### src/rtl/ifu_redirect_ctrl.sv
// ifu_redirect_ctrl: redirect arbiter and sequencer for the IFU1 PC register.
// Picks one of trap/xret, branch mispredict, fence.i and BHT redirects by fixed
// priority, holds a trap/branch redirect across IF stalls, and runs the fence.i
// I-cache invalidate handshake with a sticky timeout flag.
// Optional macro IFU_REDIRECT_PERF_EN: enables per-source accepted-redirect counters.
module ifu_redirect_ctrl #(
    parameter int XLEN          = 32,
    parameter int FLUSH_TIMEOUT = 1023
) (
    input  logic            clk,
    input  logic            rst,
    input  logic            stall_if,
    input  logic            trap_valid,
    input  logic [XLEN-1:0] trap_target,
    input  logic            br_valid,
    input  logic [XLEN-1:0] br_target,
    input  logic            fencei_valid,
    input  logic [XLEN-1:0] fencei_target,
    input  logic            bht_valid,
    input  logic [XLEN-1:0] bht_target,
    output logic            ic_flush_req,
    input  logic            ic_flush_done,
    output logic            pc_src,
    output logic [XLEN-1:0] pc_target,
    output logic            ctrl_stall_if,
    output logic            flush_ifid,
    output logic            flush_err,
    output logic [31:0]     perf_cnt_trap,
    output logic [31:0]     perf_cnt_br,
    output logic [31:0]     perf_cnt_fencei,
    output logic [31:0]     perf_cnt_bht
);

    typedef enum logic [1:0] {IDLE, PEND, FLUSH} state_t;

    localparam logic [9:0] TMO = 10'(FLUSH_TIMEOUT);

    state_t          state_q, state_d;
    logic [XLEN-1:0] pend_tgt_q, pend_tgt_d;
    logic [1:0]      pend_prio_q, pend_prio_d;
    logic [9:0]      tmo_cnt_q, tmo_cnt_d;
    logic            flush_err_q, flush_err_d;

    logic            req_valid;
    logic [1:0]      req_prio;
    logic [XLEN-1:0] req_tgt;
    logic            ovr;

    // Latchable request (trap beats branch) and whether it outranks the held one
    always_comb begin
        req_valid = trap_valid | br_valid;
        req_prio  = trap_valid ? 2'd0 : 2'd1;
        req_tgt   = trap_valid ? trap_target : br_target;
        ovr       = req_valid && (req_prio < pend_prio_q);
    end

    // Next-state, latch update and redirect outputs
    always_comb begin
        state_d     = state_q;
        pend_tgt_d  = pend_tgt_q;
        pend_prio_d = pend_prio_q;
        tmo_cnt_d   = tmo_cnt_q;
        flush_err_d = flush_err_q;
        pc_src      = 1'b0;
        pc_target   = '0;
        flush_ifid  = 1'b0;
        unique case (state_q)
            IDLE: begin
                if (req_valid) begin
                    pc_src    = 1'b1;
                    pc_target = req_tgt;
                    if (!stall_if) begin
                        flush_ifid = 1'b1;
                    end else begin
                        pend_tgt_d  = req_tgt;
                        pend_prio_d = req_prio;
                        state_d     = PEND;
                    end
                end else if (fencei_valid) begin
                    pend_tgt_d  = fencei_target;
                    pend_prio_d = 2'd2;
                    tmo_cnt_d   = '0;
                    state_d     = FLUSH;
                end else if (bht_valid) begin
                    // Prediction is a pass-through; it is lost if IF is stalled.
                    pc_src    = 1'b1;
                    pc_target = bht_target;
                end
            end
            PEND: begin
                pc_src    = 1'b1;
                pc_target = ovr ? req_tgt : pend_tgt_q;
                if (!stall_if) begin
                    flush_ifid  = 1'b1;
                    pend_prio_d = 2'd3;
                    state_d     = IDLE;
                end else if (ovr) begin
                    pend_tgt_d  = req_tgt;
                    pend_prio_d = req_prio;
                end
            end
            FLUSH: begin
                // A trap/branch may replace the fence.i target, but the
                // invalidate in flight always runs to completion.
                if (ovr) begin
                    pend_tgt_d  = req_tgt;
                    pend_prio_d = req_prio;
                end
                if (tmo_cnt_q != TMO) begin
                    tmo_cnt_d = tmo_cnt_q + 10'd1;
                end
                if (tmo_cnt_d == TMO) begin
                    flush_err_d = 1'b1;
                end
                if (ic_flush_done) begin
                    state_d = PEND;
                end
            end
            default: state_d = IDLE;
        endcase
    end

    // State and latch registers
    always_ff @(posedge clk) begin
        if (rst) begin
            state_q     <= IDLE;
            pend_tgt_q  <= '0;
            pend_prio_q <= 2'd3;
            tmo_cnt_q   <= '0;
            flush_err_q <= 1'b0;
        end else begin
            state_q     <= state_d;
            pend_tgt_q  <= pend_tgt_d;
            pend_prio_q <= pend_prio_d;
            tmo_cnt_q   <= tmo_cnt_d;
            flush_err_q <= flush_err_d;
        end
    end

    assign ic_flush_req  = (state_q == FLUSH);
    assign ctrl_stall_if = (state_q == FLUSH);
    assign flush_err     = flush_err_q;

`ifdef IFU_REDIRECT_PERF_EN
    logic [31:0] perf_q [4];
    logic [31:0] perf_d [4];
    logic        acc;
    logic [1:0]  acc_src;

    // Identify which source the PC register takes this cycle and bump its counter
    always_comb begin
        acc     = pc_src & ~stall_if & ~ctrl_stall_if;
        acc_src = 2'd3;
        if (state_q == PEND) begin
            acc_src = ovr ? req_prio : pend_prio_q;
        end else if (req_valid) begin
            acc_src = req_prio;
        end
        for (int i = 0; i < 4; i++) begin
            perf_d[i] = perf_q[i];
        end
        if (acc) begin
            perf_d[acc_src] = perf_q[acc_src] + 32'd1;
        end
    end

    // Counter registers, wrapping naturally at 2^32
    always_ff @(posedge clk) begin
        if (rst) begin
            for (int i = 0; i < 4; i++) begin
                perf_q[i] <= '0;
            end
        end else begin
            for (int i = 0; i < 4; i++) begin
                perf_q[i] <= perf_d[i];
            end
        end
    end

    assign perf_cnt_trap   = perf_q[0];
    assign perf_cnt_br     = perf_q[1];
    assign perf_cnt_fencei = perf_q[2];
    assign perf_cnt_bht    = perf_q[3];
`else
    assign perf_cnt_trap   = '0;
    assign perf_cnt_br     = '0;
    assign perf_cnt_fencei = '0;
    assign perf_cnt_bht    = '0;
`endif

endmodule

### config.mk
export PLATFORM = sky130hd
export DESIGN_NAME = ifu_redirect_ctrl
export DESIGN_NICKNAME = d
export VERILOG_FILES = /design/src/rtl/ifu_redirect_ctrl.sv
export SDC_FILE = /design/constraint.sdc
export NUM_CORES = 1
export LEC_CHECK = 0
export ABC_CLOCK_PERIOD_IN_PS = 2700
export BUFFER_PORTS_ARGS = -buffer_cell sky130_fd_sc_hd__buf_4
export CAP_MARGIN = 10
export CORE_AREA = 2 2 117 119
export DETAILED_ROUTE_END_ITERATION = 8
export DIE_AREA = 0 0 119 121
export PLACE_DENSITY = 0.73
export REMOVE_ABC_BUFFERS = 1
export SETUP_SLACK_MARGIN = 0.15
export SLEW_MARGIN = 20
export SYNTH_ARGS = -nofsm -noshare
export SYNTH_HDL_FRONTEND = slang
export SYNTH_SLANG_ARGS = --single-unit
export TNS_END_PERCENT = 5
### constraint.sdc
create_clock -name clk -period 2.7 [get_ports clk]
set_input_delay 0.54 -clock clk [delete_from_list [all_inputs] [get_ports clk]]
set_output_delay 0.54 -clock clk [all_outputs]
set_load 0.02 [all_outputs]
### Yosys cells after proc, flatten, opt, wreduce, memory -nomap -nowiden

Cells that the tools add are included.
W data, S select, Z words.

* $add $sub $neg: 1
* magnitude comparators: 1
* equal/unequal tests: 11
* mux-type cells: 35
* bitwise operators: 1
* reductions and logical operators: 9

Operators with widths (number)
* $mux W32: 9
* $pmux W32 S3: 1
* $pmux W32 S2: 1
* $mux W10: 4
* $pmux W10 S2: 1
* $mux W2: 9
* $pmux W2 S3: 2
* $add A10 B1 Y10 const B: 1
* $eq A10 B10 Y1 const B: 1
* $ne A10 B10 Y1 const B: 1
* $ne A2 B2 Y1 const B: 5
* $reduce_and A4 Y1: 2
* $mux W1: 6
* $ne A3 B3 Y1 const B: 2
* $reduce_and A3 Y1: 2
* $pmux W1 S2: 2
* $reduce_bool A3 Y1: 1
* $eq A2 B1 Y1 const B: 1
* $eq A2 B2 Y1 const B: 1
* $logic_not A2 Y1: 1
* $lt A1 B2 Y1: 1
* $reduce_and A2 Y1: 1
* $reduce_bool A2 Y1: 1
* $logic_and A1 B1 Y1: 1
* $or A1 B1 Y1: 1

* bits in registers: 47
* input port bits: 136
* output and inout bits: 165

### Depth between registers and ports, before layout

Gate-level depths: netlist (run 1).

* word-level depth: 6
* gate-level depth with buffers: 10
* mapped depth without buffers: 7

### Worst setup path after synthesis (run 1)

Ideal clock, no wire load.

* path kind: in2out
* from: input port trap_valid
* to: output port pc_target[10]
* arrival: 1.831 ns
* data required time: 2.160 ns
* path slack: 0.329 ns
* stages on the path: 7
* cell sequence: buf_6 > or2_2 > buf_2 > nor2_2 > buf_2 > a22o_1 > a22o_1

* word-level cells in the longest chain between the ends: 5

RTL lines
* start: declaration: RTL line 13 `input logic trap_valid,`
* $mux W1: RTL line 52 `req_prio = trap_valid ? 2'd0 : 2'd1;`
* $lt A1 B2 Y1: RTL line 54 `ovr = req_valid && (req_prio < pend_prio_q);`
* $logic_and A1 B1 Y1: RTL line 54
* $mux W32
* $pmux W32 S2 (*): RTL line 67 `unique case (state_q)`
* end: declaration: RTL line 24 `output logic [XLEN-1:0] pc_target,`

Mark *: on every way between the ends. The rest lies on a longest branch, timed or not.

### Worst setup path after layout (run 1)

* from: input port trap_valid
* to: output port pc_target[12]

Same word-level chain as after synthesis.

==> impl_results.md, run 1 <==
- Initial antenna violation count: 0
- Synth Flop Type: dfxtp_1
- Synth area leaders: buf_4 19%, dfxtp_1 18%, a22o_1 9.8%
- Die ar.: 0.0144 mm2
- VDD IR-drop max: 0.287 mV
- Dpl cells: 978
- Vias: 4914
- Final Max Tran Viols: 0
- Critical Path Sink Type: output port
- Core ar.: 0.0131 mm2
- Reg2reg path depth: 6
- R2R Setup Slk: 0.61 ns
- Die span in x: 119 um
- Io pins: 301
- Nets: 950
- Antenna Nets Post-Route: 0
- Pre-CTS setup slack: 0.175 ns
- Critical-path top delay cell: mux2_2
- Most common cell after layout, fill and taps aside: buf_4
- Buf+Inv Stages, Crit Path: 3
- Post-cts sizing count: 0
- Per-cell routed wire length: 15.0 um
- Sequential share of the synthesized area: 18.2%
- Total CTS buffers: 5
- Post-route minimum period: 2.48 ns
- Fin. Hold Viols: 0
- N_diodes: 0
- Clock root cell: clkbuf_16
- TritonCTS clock tree: built
- # hold bufs at CTS: 0
- Fraction of layout cells with a size suffix above 1: 32.7%
- Area after DPL: 0.00611 mm2
- Starting DRT DRC Count: 261
- Post-Route WL: 14800 um
- Critical path startpoint category: input port
- CTS Buffer Depth: 2
- Worst skew pair latency: 0.29 ns
- Worst setup startpoint: trap_valid
- Routability Congestion: 0.898
- H-tree levels: 2
- Cell taking the most area after synthesis: buf_4
- Yosys cell types: 52
- Post-synthesis register bit count: 47
- Max Clk Rate: 403 MHz
- Non-filler cells in the finished layout: 986
- Commonest non-fill, non-tap cells in the layout: 187 x buf_4, 128 x conb_1, 99 x nor2_1
- First-pass GRT wire length: 23200 um
- HP Class: reg -> reg
- Critical Path Stages: 6
- Final Util: 48.3%
- Worst hold slack: 0.460 ns
- Pwr Density: 601 mW/mm2
- Tot GR Track Use: 19.7%
- MaxCap Viol Count: 0
- Final worst setup slack: 0.217 ns
- CP most frequent cell: buf_4
- Leakage Power: 3.01 nW
- Post-Syn Instances: 664
- Setup TNS: 0 ns
- Synth top area share: 19.2%
- Clk sink count: 47
- I/O Buffers: 172
- Status: finished, final reports clean
- Least-Margin Pin Slew: 0.561 ns
- Tot Pwr: 3.80 mW
- RSZ-0062 raised after global routing: false
- Slew HR: 62.6%
- Drt drc: 0
- Yosys warns: 0
- First-pass DRT Iterations: 4
- Number of synthesized flops with an enable pin: 0
- Area grow syn2layout: 22.4%
- Die height: 121 um
- Critical Path RT: 2.16 ns
- CP endpoint: pc_target[12]
- Post-synth ARST share: 0%
- WP data arrival: 1.94 ns
- Area of the multi-input gates: 0.00344 mm2
- Clk slew on worst S/H paths: 0.07 ns
- Period utilisation layout: 91.9%
- Starting density of the core: 39.4%
- Row cnt: 42
- Vias per Instance: 4.98
- Postcts setup bufs: 0
- Fill cells: 1361
- Vias in the first global route: 4539
- Largest fanout on the critical path: 21
- Crit-path cells: buf_4 > buf_12 > mux2_2 > mux2_1 > a22o_1 > buf_4
- Setup-failing EPs final: 0
- Design Area, Final: 0.00632 mm2
- Max incr delay on CP: 0.39 ns
- Hpwl dp: 11100 um
- Largest net degree at the start of global routing: 49
- Reg2reg start: state_q[0]
- Grt ovf: 0
- Reg2reg end: tmo_cnt_q[3]
- CP Class: in -> out
- Synth Area per Inst: 7.77 um2
- Skew final: 0.00515 ns
- Register Area: 941 um2
- Mapped Area: 0.00516 mm2
- Delay-heaviest family, CP: multiplexers
area by class of cell:
| cell class | instances | area share, % |
|---|---|---|
| Clock buffer | 6 | 2.04 |
| Sequential cell | 47 | 14.9 |
| Multi-Input combinational cell | 556 | 54.5 |
| Inverter | 7 | 0.416 |
| Timing Repair Buffer | 192 | 23.7 |
| Tap cell | 176 | 3.49 |
| Clock inverter | 2 | 0.951 |
cell usage after synthesis, drive strengths merged (2+ instances only):
library cell and count:
buf 153, nor2 102, mux2 62, nor3 61, a22o 58, dfxtp 47, a211oi 29, clkbuf 28
nand2 21, a21oi 20, a22oi 7, inv 7, a31oi 6, o21ai 6, ha 5, nand3 5
a221o 4, mux2i 4, nor2b 4, a41oi 3, and2 3, and3 3, and4 3, nand3b 3
o2bb2ai 3, a311oi 2, o22ai 2
power by group:
group	leakage, nW	internal, mW	switching, mW
clock	0.0911	0.531	0.271
sequential	0.388	0.830	0.0694
combinational	2.53	0.906	1.19
total	3.01	2.27	1.53
registers in the layout, summed over array words and instances, names as in the netlist:
signal       cells
flush_err        1
pend_prio_q      2
pend_tgt_q      32
state_q          2
tmo_cnt_q       10
worst register-to-register path, stage by stage, from the launching register on:
cell,delay [ns]
dfxtp_1,0.35
inv_1,0.14
ha_1,0.44
mux2i_1,0.28
buf_4,0.22
or4_1,0.46
a31oi_1,0.13
worst min path at each step:
| stage | startpoint | end | slack (ns) | cells after the start |
|---|---|---|---|---|
| floorplan | pend_tgt_q[0] | pend_tgt_q[0] | 0.43 | 2 |
| global placement | pend_tgt_q[18] | pend_tgt_q[18] | 0.45 | 2 |
| detailed placement | pend_tgt_q[29] | pend_tgt_q[29] | 0.45 | 2 |
| CTS | pend_tgt_q[29] | pend_tgt_q[29] | 0.46 | 2 |
| global route | pend_tgt_q[29] | pend_tgt_q[29] | 0.48 | 2 |
| finish | pend_tgt_q[0] | pend_tgt_q[0] | 0.46 | 2 |
metal layers:
layer / global-route usage (%) / vias to the layer above / share of wire (%)
li1: - / 2414 / -
met1: 25.4 / 2303 / 42
met2: 34.9 / 195 / 51
met3: 3.43 / 2 / 6.5
met4: 3.27 / 0 / 0.31
met5: 0 / - / 0
kinds of logic (layout without fill, tap and decap cells):
family	count (synthesis)	after routing	share of synthesized area, %
and+or+nand+nor	211	211	19.0
muxes	66	66	15.2
buffers and inverters	188	207	24.6
AOI/OAI and AO/OA	145	145	21.6
DFF	47	47	18.2
xor gates and xnor gates	1	1	0.170
adders and majority gates	5	5	1.21
other	1	128	0.0727
Note: power is estimated with default switching activity, not from simulation.
==> inputs of run 2 (changes only) <==
--- a/config.mk
+++ b/config.mk
@@ -5,6 +5,7 @@
 export SDC_FILE = /design/constraint.sdc
 export NUM_CORES = 1
 export LEC_CHECK = 0
+export ABC_AREA = 1
 export ABC_CLOCK_PERIOD_IN_PS = 2700
 export BUFFER_PORTS_ARGS = -buffer_cell sky130_fd_sc_hd__buf_4
 export CAP_MARGIN = 10
==> constraint.sdc (replaced) <==
create_clock -name clk -period 2.7 [get_ports clk]
set_input_delay 0.54 -clock clk [delete_from_list [all_inputs] [get_ports clk]]
set_output_delay 0.54 -clock clk [all_outputs]
set_load 0.05 [all_outputs]
==> impl_results.md, run 2 <==
- Status: finished, final reports clean
- Fill cells: 1360 (-0.073%)
- Fin. Hold Viols: 0 (unchanged)
- Cell taking the most area after synthesis: buf_4
- Die height: 121 um (unchanged)
- Io pins: 301 (unchanged)
- Largest Register: pend_tgt_q
- CTS Buffer Depth: 2 (unchanged)
- Core ar.: 0.0131 mm2 (unchanged)
- Period utilisation layout: 93.0% (+1.1 points)
- Pwr Density: 1040 mW/mm2 (+73%)
- HP Class: reg -> reg
- Starting density of the core: 39.2% (-0.26 points)
- Reg2reg path depth: 11 (+5)
- Grt ovf: 0 (unchanged)
- Commonest non-fill, non-tap cells in the layout: 186 x buf_4, 149 x nand2_1, 128 x conb_1
- Per-cell routed wire length: 13.7 um (-8.7%)
- Initial antenna violation count: 0 (unchanged)
- N_diodes: 0 (unchanged)
- Fraction of layout cells with a size suffix above 1: 26.0% (-6.8 points)
- Final worst setup slack: 0.188 ns (-0.0293 ns)
- Post-synth ARST share: 0% (unchanged)
- Top post-synthesis cells by count: 149 x nand2_1, 132 x buf_4, 100 x o21ai_0, 69 x a21oi_1, 47 x dfxtp_1
- Largest net degree at the start of global routing: 38 (-22%)
- Number of synthesized flops with an enable pin: 0 (unchanged)
- Hold depth: 2 (unchanged)
- Synth area leaders: buf_4 19%, dfxtp_1 18%, nand2_1 11%
- Max reg flops: 32 (unchanged)
- Die span in x: 119 um (unchanged)
- R2R Setup Slk: 0.52 ns (-0.09 ns)
- I/O Buffers: 172 (unchanged)
- Synth top area share: 19.3% (+0.13 points)
- Most common cell after layout, fill and taps aside: buf_4
- Worst hold slack: 0.459 ns (-0.00181 ns)
- MaxCap Viol Count: 0 (unchanged)
- Mapped Area: 0.00513 mm2 (-0.65%)
- Synth Flop Type: dfxtp_1
- Post-Route WL: 15600 um (+5.4%)
- Final Max Tran Viols: 0 (unchanged)
- Slew HR: 56.9% (-5.8 points)
- Setup-failing EPs final: 0 (unchanged)
- Area grow syn2layout: 23.6%
- Critical Path Sink Type: output port
- Critical-path top delay cell: or2_2
- Clk slew on worst S/H paths: 0.07 ns (about the same)
- Antenna Nets Post-Route: 0 (unchanged)
- Least-Margin Pin Slew: 0.646 ns (+0.0856 ns)
- Hpwl dp: 11700 um (+4.9%)
- Max incr delay on CP: 0.30 ns (-0.09 ns)
- Clock root cell: clkbuf_16
- First-pass GRT wire length: 23600 um (+1.6%)
- Reg2reg start: state_q[0]
- RSZ-0062 raised after global routing: true
- Largest fanout on the critical path: 18 (-14%)
- Yosys warns: 0 (unchanged)
- Critical path startpoint category: input port
- Nets: 1103 (+16%)
- Vias in the first global route: 4833 (+6.5%)
- Post-route minimum period: 2.51 ns (+0.0293 ns)
- Clk sink count: 47 (unchanged)
- Crit-path cells: buf_4 > buf_6 > or2_2 > o21ai_0 > or2_2 > a21boi_0 > o22ai_1 > buf_4
- Sequential share of the synthesized area: 18.4% (+0.12 points)
- Routability Congestion: 0.890 (-0.89%)
- H-tree levels: 2 (unchanged)
- Worst hold start: flush_err
- WP data arrival: 1.97 ns (+0.03 ns)
- First-pass DRT Iterations: 5 (+1)
- Critical Path RT: 2.16 ns (about the same)
- Total CTS buffers: 5 (unchanged)
- Most numerous cell in the Yosys netlist: nand2_1
- Worst Hold Path EP: flush_err
- Worst skew pair latency: 0.29 ns (about the same)
- Pre-CTS setup slack: 0.147 ns (-0.0280 ns)
- Yosys cell types: 39 (-25%)
- Post-Syn Instances: 806 (+21%)
- TritonCTS clock tree: built
- Top Registers: pend_tgt_q x32, tmo_cnt_q x10
- Vias: 5590 (+14%)
- Skew final: 0.00636 ns (+0.00121 ns)
- Row cnt: 42 (unchanged)
- Vias per Instance: 4.91 (-1.5%)
- Tot GR Track Use: 20.1% (+0.43 points)
- Max Clk Rate: 398 MHz (-1.2%)
- Die ar.: 0.0144 mm2 (unchanged)
- Post-synthesis register bit count: 47 (unchanged)
- Leakage Power: 3.14 nW (+4.5%)
- VDD IR-drop max: 0.644 mV (+120%)
- CP Class: in -> out
- Drt drc: 0 (unchanged)
- Reg2reg end: pend_tgt_q[28]
- Synth Area per Inst: 6.36 um2 (-18%)
- Starting DRT DRC Count: 435 (+67%)
-- run 2: worst max path at each step --
stage / end / from
floorplan: pc_target[11] / trap_valid
global placement: pc_target[22] / trap_valid
detailed placement: pc_target[28] / trap_valid
CTS: pc_target[2] / trap_valid
global route: pc_target[28] / trap_valid
finish: pc_target[13] / trap_valid
-- run 2: where the power goes --
group | switching, mW | total (mW) | internal [mW]
Clock | 0.285 | 0.626 | 0.342
Sequential | 0.111 | 1.03 | 0.921
Combinational | 3.43 | 4.93 | 1.50
-- run 2: cells by family after synthesis --
kind of cell | Yosys count | synth area share [%]
compound gates | 260 | 28.7
simple gates | 260 | 22.6
buf+inv | 223 | 27.1
flops | 47 | 18.4
mux | 7 | 1.37
fa+ha+maj | 5 | 1.22
xor+xnor | 3 | 0.513
other cells | 1 | 0.0731
-- run 2: area by class of cell --
cell class,count,area [um2],share of cell area [%]
sequential,47,941,14.8
inverter,50,195,3.08
multi-input combinational,663,3280,51.8
tap,176,220,3.48
clock buffer,5,125,1.97
clock inverter,3,20.0,0.316
timing repair buffer,195,1560,24.5
-- run 2: layer usage --
| layer | track usage, % | up-vias | share of wire (%) |
|---|---|---|---|
| li1 | - | 2726 | - |
| met2 | 34.5 | 299 | 48 |
| met3 | 3.81 | 17 | 8.4 |
| met1 | 25.4 | 2548 | 42 |
| met5 | 0 | - | 0 |
| met4 | 6.55 | 0 | 1.8 |
-- run 2: what timing repair did --
action,4_1_cts,5_1_grt
setup endpoints to repair,26,28
pin swaps,0,3
hold buffers,0,0
setup buffers,0,1
cloned,0,1
resized for setup,1,10
-- run 2: worst max-delay path: cells and delay by family --
family / cells / cell delay [ns]
buf+inv: 3 / 0.63
simple gates: 2 / 0.43
compound gates: 3 / 0.36
-- run 2: metrics by stage --
stage	total power, mW	instance area [um2]	instances	TNS [ns]	utilization (%)
CTS	6.51	6270	1137	0	47.9
finish	6.59	6340	1139	0	48.4
floorplan	4.37	4410	760	-10.05	-
global placement	5.85	6130	1129	0	46.8
detailed placement	5.86	6130	1129	0	46.8
global route	7.01	6340	1139	0	48.4
==> inputs of run 3 (changes only) <==
--- a/config.mk
+++ b/config.mk
@@ -7,7 +7,7 @@
 export LEC_CHECK = 0
 export ABC_AREA = 1
 export ABC_CLOCK_PERIOD_IN_PS = 2700
-export BUFFER_PORTS_ARGS = -buffer_cell sky130_fd_sc_hd__buf_4
+export BUFFER_PORTS_ARGS = -buffer_cell sky130_fd_sc_hd__buf_2
 export CAP_MARGIN = 10
 export CORE_AREA = 2 2 117 119
 export DETAILED_ROUTE_END_ITERATION = 8
==> impl_results.md, run 3 (synthesis results as in run 2) <==
- Status: finished, final reports clean
- Tot GR Track Use: 19.9% (-0.24 points)
- H-tree levels: 2 (unchanged)
- Hpwl dp: 11400 um (-2.6%)
- Setup TNS: 0 ns (unchanged)
- Area of the multi-input gates: 0.00329 mm2 (+0.19%)
- Post-Route WL: 15100 um (-3.1%)
- Postcts setup bufs: 0 (unchanged)
- Setup-failing EPs final: 0 (unchanged)
- Total CTS buffers: 5 (unchanged)
- Core ar.: 0.0131 mm2 (unchanged)
- Leakage Power: 3.01 nW (-4.1%)
- Worst skew pair latency: 0.29 ns (about the same)
- Antenna Nets Post-Route: 0 (unchanged)
- Final Max Tran Viols: 0 (unchanged)
- Fill cells: 1346 (-1.0%)
- Largest Register: pend_tgt_q
- Starting DRT DRC Count: 413 (-5.1%)
- CTS Buffer Depth: 2 (unchanged)
- Pwr Density: 1080 mW/mm2 (+3.5%)
- WP data arrival: 1.94 ns (-0.03 ns)
- Least-Margin Pin Slew: 0.746 ns (+0.0997 ns)
- Skew final: 0.00932 ns (+0.00296 ns)
- Die height: 121 um (unchanged)
- Dpl cells: 1132 (+0.27%)
- Design Area, Final: 0.00593 mm2 (-6.4%)
- Critical Path Sink Type: output port
- Top Registers: pend_tgt_q x32, tmo_cnt_q x10
- Largest net degree at the start of global routing: 44 (+16%)
- Per-cell routed wire length: 13.2 um (-3.3%)
- Final worst setup slack: 0.221 ns (+0.0334 ns)
- Register Area: 941 um2 (unchanged)
- VDD IR-drop max: 0.570 mV (-12%)
- Post-route minimum period: 2.48 ns (-0.0334 ns)
- Vias: 5413 (-3.2%)
- First-pass GRT wire length: 23200 um (-1.5%)
- Critical Path RT: 2.16 ns (about the same)
- Max reg flops: 32 (unchanged)
- Largest fanout on the critical path: 21 (+3)
- Buf+Inv Stages, Crit Path: 4 (+1)
- Routability Congestion: 0.900 (+1.1%)
- Vias in the first global route: 4643 (-3.9%)
- Slew HR: 50.2% (-6.7 points)
- Worst hold slack: 0.452 ns (-0.00698 ns)
- MaxCap Viol Count: 0 (unchanged)
- Vias per Instance: 4.74 (-3.3%)
- I/O Buffers: 172 (unchanged)
- Pre-CTS setup slack: -0.0326 ns (-0.180 ns)
- Grt ovf: 0 (unchanged)
- Fraction of layout cells with a size suffix above 1: 25.8% (-0.16 points)
- Nets: 1105 (+0.18%)
- Max incr delay on CP: 0.33 ns (+0.03 ns)
- First-pass DRT Iterations: 6 (+1)
- Critical path startpoint category: register
- Clk slew on worst S/H paths: 0.07 ns (about the same)
- Fin. Hold Viols: 0 (unchanged)
- Crit-path cells: inv_1 > ha_1 > clkinv_1 > buf_4 > o22ai_1 > clkbuf_4
- Non-filler cells in the finished layout: 1141 (+0.18%)
- Area grow syn2layout: 15.7%
- Most common cell after layout, fill and taps aside: buf_2
- Starting density of the core: 39.2% (unchanged)
- Clock root cell: clkbuf_16
- Critical-path top delay cell: dfxtp_1
- HP Class: reg -> reg
- Die span in x: 119 um (unchanged)
- Drt drc: 0 (unchanged)
- Initial antenna violation count: 0 (unchanged)
- Row cnt: 42 (unchanged)
- Delay-heaviest family, CP: buffers and inverters
- Die ar.: 0.0144 mm2 (unchanged)
- RSZ-0062 raised after global routing: true
- N_diodes: 0 (unchanged)
- Clk sink count: 47 (unchanged)
- TritonCTS clock tree: built
- Period utilisation layout: 91.8% (-1.2 points)
- CP Class: reg -> out
- Area after DPL: 0.00569 mm2 (-7.1%)
- Max Clk Rate: 403 MHz (+1.3%)
- Io pins: 301 (unchanged)
- Commonest non-fill, non-tap cells in the layout: 155 x buf_2, 149 x nand2_1, 128 x conb_1
run 3: layout make-up:
type                            instances  share of cell area, %
Multi-Input combinational cell        664                   55.4
Timing Repair Buffer                  196                   19.1
Sequential cell                        47                   15.9
Tap cell                              176                   3.71
Inverter                               50                   3.29
Clock buffer                            8                   2.64
run 3: final timing paths:
check / from / to / slack, ns / cells past startpoint
max: state_q[1] / pc_target[12] / 0.22 / 6
min: flush_err / flush_err / 0.45 / 2
max reg2reg: state_q[0] / pend_tgt_q[8] / 0.57 / 13
min reg2reg: flush_err / flush_err / 0.45 / 2
run 3: where the power goes:
part | internal [mW] | total, mW | switching, mW
clock network | 0.395 | 0.669 | 0.273
registers | 0.922 | 1.03 | 0.109
logic | 1.29 | 4.68 | 3.40
run 3: routing by layer:
layer | track usage (%) | vias to the layer above | part of all wire (%)
met5 | 0 | - | 0
met4 | 4.99 | 0 | 0.85
met3 | 3.05 | 12 | 8.2
met2 | 33.4 | 288 | 47
met1 | 26.7 | 2374 | 44
li1 | - | 2739 | -
run 3: per-stage QoR:
step           util (%)  power, mW
6_report           45.3       6.38
5_1_grt            45.3       6.83
4_1_cts            44.8       6.28
3_5_place_dp       43.5       5.58
3_3_place_gp       43.5       5.55
2_1_floorplan         -       4.37
run 3: timing repair:
item | 4_1_cts | 5_1_grt
endpoints found under the setup margin | 30 | 28
cloned | 0 | 1
hold buffers | 0 | 0
pin swaps | 0 | 2
gates resized for setup | 5 | 26
run 3: worst register-to-register path: stages, from the launching register on:
cell and delay [ns]:
dfxtp_1 0.36, inv_1 0.09, ha_1 0.29, inv_4 0.23, nor2_1 0.11, nand2_1 0.11, nand2_1 0.07, inv_2 0.07
nand2_4 0.13, buf_4 0.23, a21oi_1 0.12, o21ai_0 0.10, nand2_1 0.09, inv_1 0.04
